**src/rtl/key_int_multi.sv**
```systemverilog
// key_int_multi: NKEY-channel key interrupt controller (sync, debounce, edge select, W1C pending, mask).
// Optional build macro KEY_INT_BOTHEDGE_EN adds the per-channel BOTH register at adrs 4.
module key_int_multi #(
    parameter int NKEY   = 4,
    parameter int DB_CNT = 8,
    parameter int DB_W   = 20
) (
    input  logic            cpu_clk,
    input  logic            rst,
    input  logic            cs,
    input  logic            we,
    input  logic [15:0]     adrs,
    input  logic [15:0]     from_cpu,
    output logic [15:0]     to_cpu,
    input  logic [NKEY-1:0] key,
    output logic            int_req
);
    // state | meaning
    // IDLE  | debounced level matches synced key
    // CNT   | synced key differs from debounced level, counting toward DB_CNT
    typedef enum logic [1:0] {
        S_IDLE = 2'd0,
        S_CNT  = 2'd1
    } db_state_t;

    localparam logic [2:0]      A_PEND   = 3'd0;
    localparam logic [2:0]      A_MASK   = 3'd1;
    localparam logic [2:0]      A_EDGE   = 3'd2;
    localparam logic [2:0]      A_LEVEL  = 3'd3;
    localparam logic [2:0]      A_BOTH   = 3'd4;
    localparam logic [DB_W-1:0] CNT_LAST = DB_W'(DB_CNT - 1);

    logic [NKEY-1:0] sync_a;
    logic [NKEY-1:0] sync_s;
    logic [NKEY-1:0] stable;
    logic [NKEY-1:0] stable_d;
    logic [NKEY-1:0] rise;
    logic [NKEY-1:0] fall;
    logic [NKEY-1:0] ev;
    logic [NKEY-1:0] pend;
    logic [NKEY-1:0] mask;
    logic [NKEY-1:0] edge_sel;
    logic [NKEY-1:0] both;
    logic [NKEY-1:0] w1c;
    logic [NKEY-1:0] wdata;
    logic [NKEY-1:0] rd_sel;
    logic            wr_en;

    // keys are active-low; the synchronizer stores 1 = pressed
    always_ff @(posedge cpu_clk or negedge rst) begin
        if (!rst) begin
            sync_a <= '0;
            sync_s <= '0;
        end else begin
            sync_a <= ~key;
            sync_s <= sync_a;
        end
    end

    for (genvar gi = 0; gi < NKEY; gi++) begin : g_db
        db_state_t       state;
        db_state_t       state_nxt;
        logic [DB_W-1:0] cnt;
        logic [DB_W-1:0] cnt_nxt;
        logic            stable_q;
        logic            stable_nxt;

        always_ff @(posedge cpu_clk or negedge rst) begin
            if (!rst) begin
                state    <= S_IDLE;
                cnt      <= '0;
                stable_q <= 1'b0;
            end else begin
                state    <= state_nxt;
                cnt      <= cnt_nxt;
                stable_q <= stable_nxt;
            end
        end

        always_comb begin
            state_nxt  = state;
            cnt_nxt    = cnt;
            stable_nxt = stable_q;
            case (state)
                S_IDLE: begin
                    if (sync_s[gi] != stable_q) begin
                        state_nxt = S_CNT;
                        cnt_nxt   = '0;
                    end
                end
                S_CNT: begin
                    // returning to the old level before the count expires is a rejected glitch
                    if (sync_s[gi] == stable_q) begin
                        state_nxt = S_IDLE;
                    end else if (cnt == CNT_LAST) begin
                        stable_nxt = sync_s[gi];
                        state_nxt  = S_IDLE;
                    end else begin
                        cnt_nxt = cnt + DB_W'(1);
                    end
                end
                default: state_nxt = S_IDLE;
            endcase
        end

        assign stable[gi] = stable_q;
    end

    assign wr_en = cs & we;
    assign wdata = from_cpu[NKEY-1:0];

    always_comb begin
        rise = stable & ~stable_d;
        fall = ~stable & stable_d;
        ev   = (both & (rise | fall)) | (~both & ((edge_sel & fall) | (~edge_sel & rise)));
        w1c  = (wr_en && (adrs[2:0] == A_PEND)) ? wdata : '0;
    end

    // a new event wins over a same-cycle W1C on the same bit
    always_ff @(posedge cpu_clk or negedge rst) begin
        if (!rst) begin
            stable_d <= '0;
            pend     <= '0;
            mask     <= '0;
            edge_sel <= '0;
            int_req  <= 1'b0;
        end else begin
            stable_d <= stable;
            pend     <= (pend & ~w1c) | ev;
            if (wr_en && (adrs[2:0] == A_MASK)) begin
                mask <= wdata;
            end
            if (wr_en && (adrs[2:0] == A_EDGE)) begin
                edge_sel <= wdata;
            end
            int_req <= |(pend & mask);
        end
    end

`ifdef KEY_INT_BOTHEDGE_EN
    always_ff @(posedge cpu_clk or negedge rst) begin
        if (!rst) begin
            both <= '0;
        end else if (wr_en && (adrs[2:0] == A_BOTH)) begin
            both <= wdata;
        end
    end
`else
    assign both = '0;
`endif

    always_comb begin
        rd_sel = '0;
        case (adrs[2:0])
            A_PEND:  rd_sel = pend;
            A_MASK:  rd_sel = mask;
            A_EDGE:  rd_sel = edge_sel;
            A_LEVEL: rd_sel = stable;
`ifdef KEY_INT_BOTHEDGE_EN
            A_BOTH:  rd_sel = both;
`endif
            default: rd_sel = '0;
        endcase
        to_cpu = '0;
        to_cpu[NKEY-1:0] = rd_sel;
    end

    logic unused_adrs;
    assign unused_adrs = &{1'b0, adrs[15:3]};

    if (NKEY < 16) begin : g_unused_data
        logic unused_data;
        assign unused_data = &{1'b0, from_cpu[15:NKEY]};
    end

endmodule

```
**config.mk**
```make
export PLATFORM = sky130hd
export DESIGN_NAME = key_int_multi
export DESIGN_NICKNAME = d
export VERILOG_FILES = /design/src/rtl/key_int_multi.sv
export SDC_FILE = /design/constraint.sdc
export NUM_CORES = 1
export LEC_CHECK = 0
export ABC_CLOCK_PERIOD_IN_PS = 2940
export BUFFER_PORTS_ARGS = -buffer_cell sky130_fd_sc_hd__buf_2
export CAP_MARGIN = 25
export CORE_ASPECT_RATIO = 0.5
export CORE_MARGIN = 2
export CORE_UTILIZATION = 63
export DETAILED_ROUTE_END_ITERATION = 10
export GPL_ROUTABILITY_DRIVEN = 1
export HOLD_SLACK_MARGIN = 0.02
export PLACE_DENSITY = 0.84
export SLEW_MARGIN = 20
export SYNTH_ARGS = -nofsm -noshare
export SYNTH_HDL_FRONTEND = slang
export SYNTH_SLANG_ARGS = --single-unit
```
**constraint.sdc**
```tcl
create_clock -name cpu_clk -period 2.94 [get_ports cpu_clk]
set_input_delay 0.147 -clock cpu_clk [delete_from_list [all_inputs] [get_ports cpu_clk]]
set_output_delay 0.147 -clock cpu_clk [all_outputs]
set_load 0.01 [all_outputs]
```
== Word-level counts from Yosys, hierarchy flattened ==
Cells that the tools add are included.
Cells by class
  add/sub/neg operators: 4
  equal/unequal tests: 35
  mux-type cells: 34
  bitwise logic cells: 18
  reductions and logical operators: 25
Operators with widths (number)
  20-bit two-way mux: 12
  20-bit one-hot mux with 2 select lines: 4
  20-bit by 1-bit adder with 20-bit output (second input constant): 4
  20-bit by 3-bit == test with 1-bit output (second input constant): 4
  4-bit bitwise AND: 6
  2-bit two-way mux: 12
  2-bit != test (second input constant): 12
  4-bit NOT: 5
  2-bit one-hot mux with 2 select lines: 4
  4-bit one-hot mux with 4 select lines: 1
  4-bit AND reduction: 4
  3-bit != test (second input constant): 4
  3-bit AND reduction: 4
  2-bit by 1-bit == test with 1-bit output (second input constant): 4
  2-bit logical NOT: 4
  4-bit bitwise OR: 2
  2-bit AND reduction: 4
  2-bit nonzero test: 4
  3-bit by 2-bit == test with 1-bit output (second input constant): 2
  1-bit == test: 4
  4-bit two-way mux: 1
  1-bit != test: 4
  1-bit NOT: 4
  4-bit OR reduction: 1
  other kinds (4): 6
Storage, ports and cells
  register bits: 117
  bits of input ports: 40
  output and inout bits: 17
  word-level logic and storage cells: 135

== Longest topological paths before layout ==
Gate-level depths: netlist of run 1.
  depth in word-level cells: 6
  gate-level depth with buffers: 8
  depth with buffers taken out: 7

== Least setup slack after synthesis of run 1 ==
No wires, ideal clock.
  kind: reg2reg
  from: reg g_db[1].cnt[0]
  to: reg g_db[1].cnt[2]
  library setup time: 129 ps
  data arrival time: 1725 ps
  required time: 2811 ps
  path slack: 1087 ps
  cell stages (with the launch flop): 7
  path buffers: 1
  period minus slack after synthesis: 1853 ps
  path through: dfrtp_1 -> ha_1 -> nor4bb_1 -> nand4_1 -> o211ai_2 -> buf_2 -> o21ai_0
Between the ends
  longest elaborated chain between the ends: 4
  elaborated cells between the ends (all ways): 7
  those cells by class: add/sub (1); eq/ne (2); mux (3); reduce/logical (1)
Ends and longest elaborated chain
  start: declaration: line 63  | logic [DB_W-1:0] cnt;
  start signal: assignment: line 75  | cnt <= cnt_nxt;
  20-bit by 1-bit adder with 20-bit output: line 99  | cnt_nxt = cnt + DB_W'(1);
  20-bit two-way mux: line 95  | end else if (cnt == CNT_LAST) begin
  20-bit two-way mux: line 93  | if (sync_s[gi] == stable_q) begin
  20-bit one-hot mux with 2 select lines: line 84  | case (state)
Parallel ways exist; a longest one is shown, timed or not. The select of a mux whose other input is x is not followed.
A chain may end at the register's enable or synchronous reset.

== Worst setup path after layout of run 1 ==
  from: reg g_db[3].cnt[14]
  to: reg g_db[3].cnt[8]
Between the ends
  longest elaborated chain between the ends: 3
Ends and longest elaborated chain (line)
  start: declaration: 63
  start signal: assignment: 75
  20-bit by 3-bit == test with 1-bit output: 95
  2-bit != test (no source line)
  4-bit AND reduction (no source line)
No other way between the ends.

==> results of run 1 <==
[timing repair]
| item | in CTS | in global routing |
|---|---|---|
| resized for setup | 0 | 0 |
| setup buffers | 0 | 0 |
| hold endpoints to repair | 29 | 0 |
| hold buffers | 9 | 0 |
[kinds of logic after synthesis]
group	count (synthesis)	share of synthesized area, %
fa+ha+maj	4	0.8130
other cells	1	0.06092
simple gates	245	21.00
flops	113	45.93
buf+inv	58	5.447
mux	19	4.146
xor+xnor	6	0.9756
compound gates	193	21.63
[stage by stage]
stage / worst slack, ps / area [µm²]
2_1_floorplan: 1087 / 6197
3_3_place_gp: 809.1 / 6235
3_5_place_dp: 787.4 / 6235
4_1_cts: 765.0 / 6854
5_1_grt: 546.9 / 6854
6_report: 766.6 / 6854
[how the worst min path moves through the flow]
stage | to | startpoint
after floorplan | edge_sel[0] | rst
after global placement | g_db[3].cnt[17] | rst
after detailed placement | g_db[3].cnt[17] | rst
after CTS | g_db[3].cnt[17] | rst
after global routing | g_db[3].cnt[16] | rst
final | g_db[3].cnt[17] | rst
[state kept, by name, summed over array words and instances (netlist names)]
signal and flops:
int_req 1, sync_a 4, edge_sel 4, g_db.stable_q 4, mask 4, sync_s 4, pend 4, stable_d 4
g_db.cnt 80, g_db.state 4
[cell type report]
cell class                      count  area [µm²]
Clock buffer                       26       499.2
Clock inverter                      6       30.03
Fill cell                         666        2624
Inverter                           15       56.30
Multi-Input combinational cell    479        3034
Sequential cell                   113        2828
Tap cell                          135       168.9
Timing Repair Buffer               33       237.7
[placed cells by master, fill, tap and decap left out, types with 3 or more instances in the layout]
master,n
or3_1,6
dlygate4sd3_1,9
mux4_2,4
a21oi_1,15
a31oi_1,26
xnor2_1,4
ha_1,4
nand4_1,18
dfrtp_1,113
inv_1,13
nand2_1,61
nand3_1,43
conb_1,12
nor2b_1,4
nand2b_1,9
o21ai_0,57
mux2i_1,3
o41ai_1,7
and4_1,4
o31ai_2,9
buf_4,5
buf_2,18
clkbuf_1,5
o21ai_1,13
mux2_2,12
nor2_1,39
a221o_1,3
clkbuf_8,4
nor4_1,17
nor3_1,7
and2_1,12
and3_1,11
o31ai_1,44
clkinv_2,6
clkbuf_16,17
[layer usage]
metal	up-vias	global-route usage, %	routed length [µm]
met2	174	47.94	6760
li1	2445	-	-
met4	0	10.24	231
met1	2589	34.97	6060
met5	-	0	0
met3	28	8.149	825
[power groups by stage]
stage	combinational [mW]	sequential [mW]	clock, mW
final	1.04	1.99	1.86
after global routing	1.16	2.01	1.94
after CTS	1.03	1.97	1.87
after detailed placement	1.00	2.00	0
after global placement	0.959	1.98	0
after floorplan	0.863	1.90	0
==> metrics.yaml, run 1 <==
status:
  status: "completed"
grt:
  grt_pass1_vias: 4919
  grt_usage_pct: 28.20
  grt_pass1_wl_um: 23200
  grt.overflow.total: 0
  grt_max_degree: 96
  antenna_found_initial: 0
finish:
  areaGrowthSynthToFinish_pct: 11.34
  fin_util_pct: 72.32
  antenna_cells: 0
  drive_gt1_share_pct: 13.99
  nets: 703
  fin_cells: 807
detailed_routing:
  avgViaCountPerCell: 6.488
  vias: 5236
  antenna_left: 0
  wl_per_cell_um: 17.20
  drcViolationCount: 0
  drt-initial-drc-count: 357
  wl_um: 13880
  first_pass_iters: 5
power:
  netSwitchingFraction_pct: 32.88
  p_total_mw: 4.885
  p_switching_mw: 1.606
  vdd_drop_max_v: 0.0004815
  p_clk_share_pct: 38.1
  power_density_mw_per_mm2: 712.6
  intPower_mw: 3.279
  pwr-share-seq_pct: 40.7
  p_leak_nw: 2.848
  combPwrFrac_pct: 21.2
critical_path:
  critPathLaunch: "g_db[3].cnt[14]"
  crit_type: "register to register"
  reg2reg_from: "g_db[3].cnt[14]"
  critical_path.max_stage_delay_ps: 460
  regToRegSetupSlack_ps: 770
  reg2reg_depth: 6
  required_ps: 3220
  crit_path_max_fanout: 10
  slowest_stage: "dfrtp_1"
  critical-path-top-delay-family: "simple AND/OR/NAND/NOR gates"
  crit_cells: 6
  path_buf_inv: 1
  crit_chain: "nor4_1 -> nand4_1 -> o31ai_4 -> or2_1 -> buf_4 -> o31ai_1"
  crit_end: "g_db[3].cnt[8]"
  worst-endpoint-arrival_ps: 2450
  start_kind: "register"
  timing.rr.end: "g_db[3].cnt[8]"
  crit_path_end_kind: "register"
place:
  dp_hpwl_um: 8485
  placed_cells_incl_taps: 766
  port_buffers: 19
  gp_congestion: 0.8493
clocking:
  ctsLongestPathBuffers: 2
  cts_htree_levels: 4
  cts-root-buf: "clkbuf_16"
  clk_latency_ps: 420
  numCtsBuffers: 17
  clk_pin_slew_ps: 50
  cts_sinks: 113
  tritoncts: "done"
run:
  cap_viol_max_count: 0
floorplanning:
  ios: 57
  coreArea_mm2: 0.009478
  dieHeight_um: 73.90
  dieArea_mm2: 0.01063
  initial_core_util_pct: 64.95
  placementRows: 25
  dieWidth_um: 143.8
timing:
  rsz0062_at_grt: "false"
  final.period_utilization_pct: 73.93
  clock_skew_ps: 8.244
  setup_tns_ps: 0
  slew_headroom_pct: 48.15
  slew_viol_final: 0
  finalCriticalPeriod_ps: 2173
  tightest_slew_ps: 772.3
  holdWs_ps: 142.0
  hold_viol_final: 0
  fmax_mhz: 460.1
  setup_violations: 0
synthesis:
  synth_cell_types: 64
  yosys-top-cells-area: "dfrtp_1, o31ai_1, o21ai_0, nand2_1, nand3_1"
  synth_common_cells: "dfrtp_1, nand2_1, o21ai_0"
  synth_area_mm2: 0.006156
  synthFlopType: "dfrtp_1"
  yosysSeqAreaShare_pct: 45.93
  yosysTopAreaCell: "dfrtp_1"
  synthArstFlopShare_pct: 100.0
  syn_area_per_cell_um2: 9.634
  ys.warnings.count: 0
  netlist_instances: 639
  synth.most_common_cell: "dfrtp_1"
  ys_ff_latch: 113
  synth_edf_count: 0
  synth_top_area_share_pct: 45.93
worst_hold_path:
  hold_path_class: "input pin to async pin"
No activity file was read; power rests on OpenSTA's default activity.
==> inputs of run 2 (changes only) <==
- ABC_CLOCK_PERIOD_IN_PS: 2940 -> 1800
- CORE_UTILIZATION: 63 -> 54
- PLACE_DENSITY: 0.84 -> 0.76
- clock period: 2.94 -> 1.8 ns (I/O delays scaled with it)
==> metrics.yaml, run 2 (synthesis gave the netlist of run 1 again) <==
grt:
  grt_pass1_wl_um: 26030
  grt_pass1_vias: 5361
  grt.overflow.total: 0
  antenna_found_initial: 0
  grt_usage_pct: 26.61
  grt_max_degree: 40
run:
  cap_viol_max_count: 0
critical_path:
  path_buf_inv: 2
  required_ps: 2110
  critical_path.max_stage_delay_ps: 440
  start_kind: "register"
  crit_path_max_fanout: 14
  crit_chain: "nor4_1 -> nand4_1 -> o31ai_4 -> buf_6 -> buf_4 -> nand2_1 -> o21ai_0"
  slowest_stage: "dfrtp_2"
  crit_type: "register to register"
  crit_path_end_kind: "register"
  critical-path-top-delay-family: "simple AND/OR/NAND/NOR gates"
  worst-endpoint-arrival_ps: 2280
power:
  p_clk_share_pct: 35.7
  combPwrFrac_pct: 30.6
  vdd_drop_max_v: 0.0007236
  power_density_mw_per_mm2: 1128
  p_switching_mw: 3.062
  pwr-share-seq_pct: 33.6
  p_leak_nw: 3.556
  intPower_mw: 6.206
  netSwitchingFraction_pct: 33.04
  p_total_mw: 9.268
finish:
  areaGrowthSynthToFinish_pct: 33.48
  top_register: "g_db.cnt"
  layout_common_cells: "dfrtp_1, buf_4, nand2_1"
  drive_gt1_share_pct: 32.48
  largest_reg_flops: 80
  mostFrequentLayoutCell: "dfrtp_1"
  fill_cells: 696
  stdcell_area_mm2: 0.008217
  antenna_cells: 0
  nets: 813
place:
  gp_congestion: 0.8850
  dp_hpwl_um: 10030
  placedInstanceArea_mm2: 0.006963
  pre_cts_slack_ps: -43.12
  port_buffers: 19
detailed_routing:
  vias: 5795
  wl_um: 17300
  avgViaCountPerCell: 6.251
  wl_per_cell_um: 18.66
  first_pass_iters: 6
  drt-initial-drc-count: 520
  antenna_left: 0
  drcViolationCount: 0
floorplanning:
  placementRows: 27
  dieWidth_um: 155.0
  initial_core_util_pct: 55.73
  ios: 57
  dieArea_mm2: 0.01232
  coreArea_mm2: 0.01105
  dieHeight_um: 79.50
clocking:
  numCtsBuffers: 17
  tritoncts: "done"
  cts_sinks: 113
  cts-root-buf: "clkbuf_16"
  clk_latency_ps: 420
  cts_htree_levels: 4
  clk_pin_slew_ps: 60
  ctsLongestPathBuffers: 2
timing:
  clock_skew_ps: 6.580
  fin_ws_ps: -169.5
  slew_viol_final: 0
  final.period_utilization_pct: 109.4
  slew_headroom_pct: 46.51
  fmax_mhz: 507.7
  setup_tns_ps: -1894
  setup_violations: 20
  rsz0062_at_grt: "true"
  tightest_slew_ps: 796.6
  hold_viol_final: 0
  finalCriticalPeriod_ps: 1970
status:
  status: "finished, violations left"
  violations: "negative setup slack"
worst_hold_path:
  hold_path_class: "input pin to async pin"
## run 2: cell count changes in the layout (fill, tap and decap cells not counted), sizes merged
cell / delta
buf: +107
bufinv: +2
clkbuf: -2
clkinv: -2
clkinvlp: +4
nand2: +1
## run 2: power by group through the flow
stage                     Combinational, mW  Clock, mW  Sequential [mW]
after detailed placement               2.16          0             3.13
after CTS                              2.24       3.31             3.10
after global placement                 2.08          0             3.10
after floorplan                        1.41          0             3.11
final                                  2.84       3.31             3.12
after global routing                   3.05       3.46             3.15
## run 2: per-layer routing
metal  share of wire [%]  global-route usage, %  up-vias
met5                   0                      0        -
met1                  42                  33.42     2844
li1                    -                      -     2672
met3                 5.3                  5.537       44
met4                 2.6                  9.907        0
met2                  50                  46.04      235
## run 2: final timing paths
check	from	end	slack, ps	cells after the start
min in group cpu_clk	adrs[0]	pend[2]	250	5
max in group asynchronous	rst	g_db[1].cnt[15]	990	3
max	g_db[3].cnt[16]	g_db[3].cnt[1]	-170	7
min	rst	g_db[3].cnt[17]	200	2
max reg2reg	g_db[3].cnt[16]	g_db[3].cnt[1]	-170	7
min reg2reg	sync_a[2]	sync_s[2]	350	0
## run 2: layout make-up
cell class	count	area [µm²]	area share (%)
flip-flops and latches	113	2835	34.51
clock buffers	22	464.2	5.649
clock inverters	10	110.1	1.340
inverters	15	61.31	0.7462
multi-input cells	480	3398	41.36
well taps	145	181.4	2.208
repair buffers	142	1166	14.19
## run 2: what timing repair did
action,in CTS,in global routing
cloned,0,4
setup endpoints to repair,10,81
buffers inserted,2,12
hold endpoints to repair,51,0
hold buffers,9,0
pin swaps,1,23
resized for setup,9,87
## run 2: per-stage QoR
step	hold WS (ps)	utilization [%]	std cells
floorplan	-205.6	-	650
detailed placement	113.2	63.03	868
finish	197.1	74.38	927
global route	252.6	74.38	927
CTS	222.3	69.71	911
global placement	105.3	63.03	868
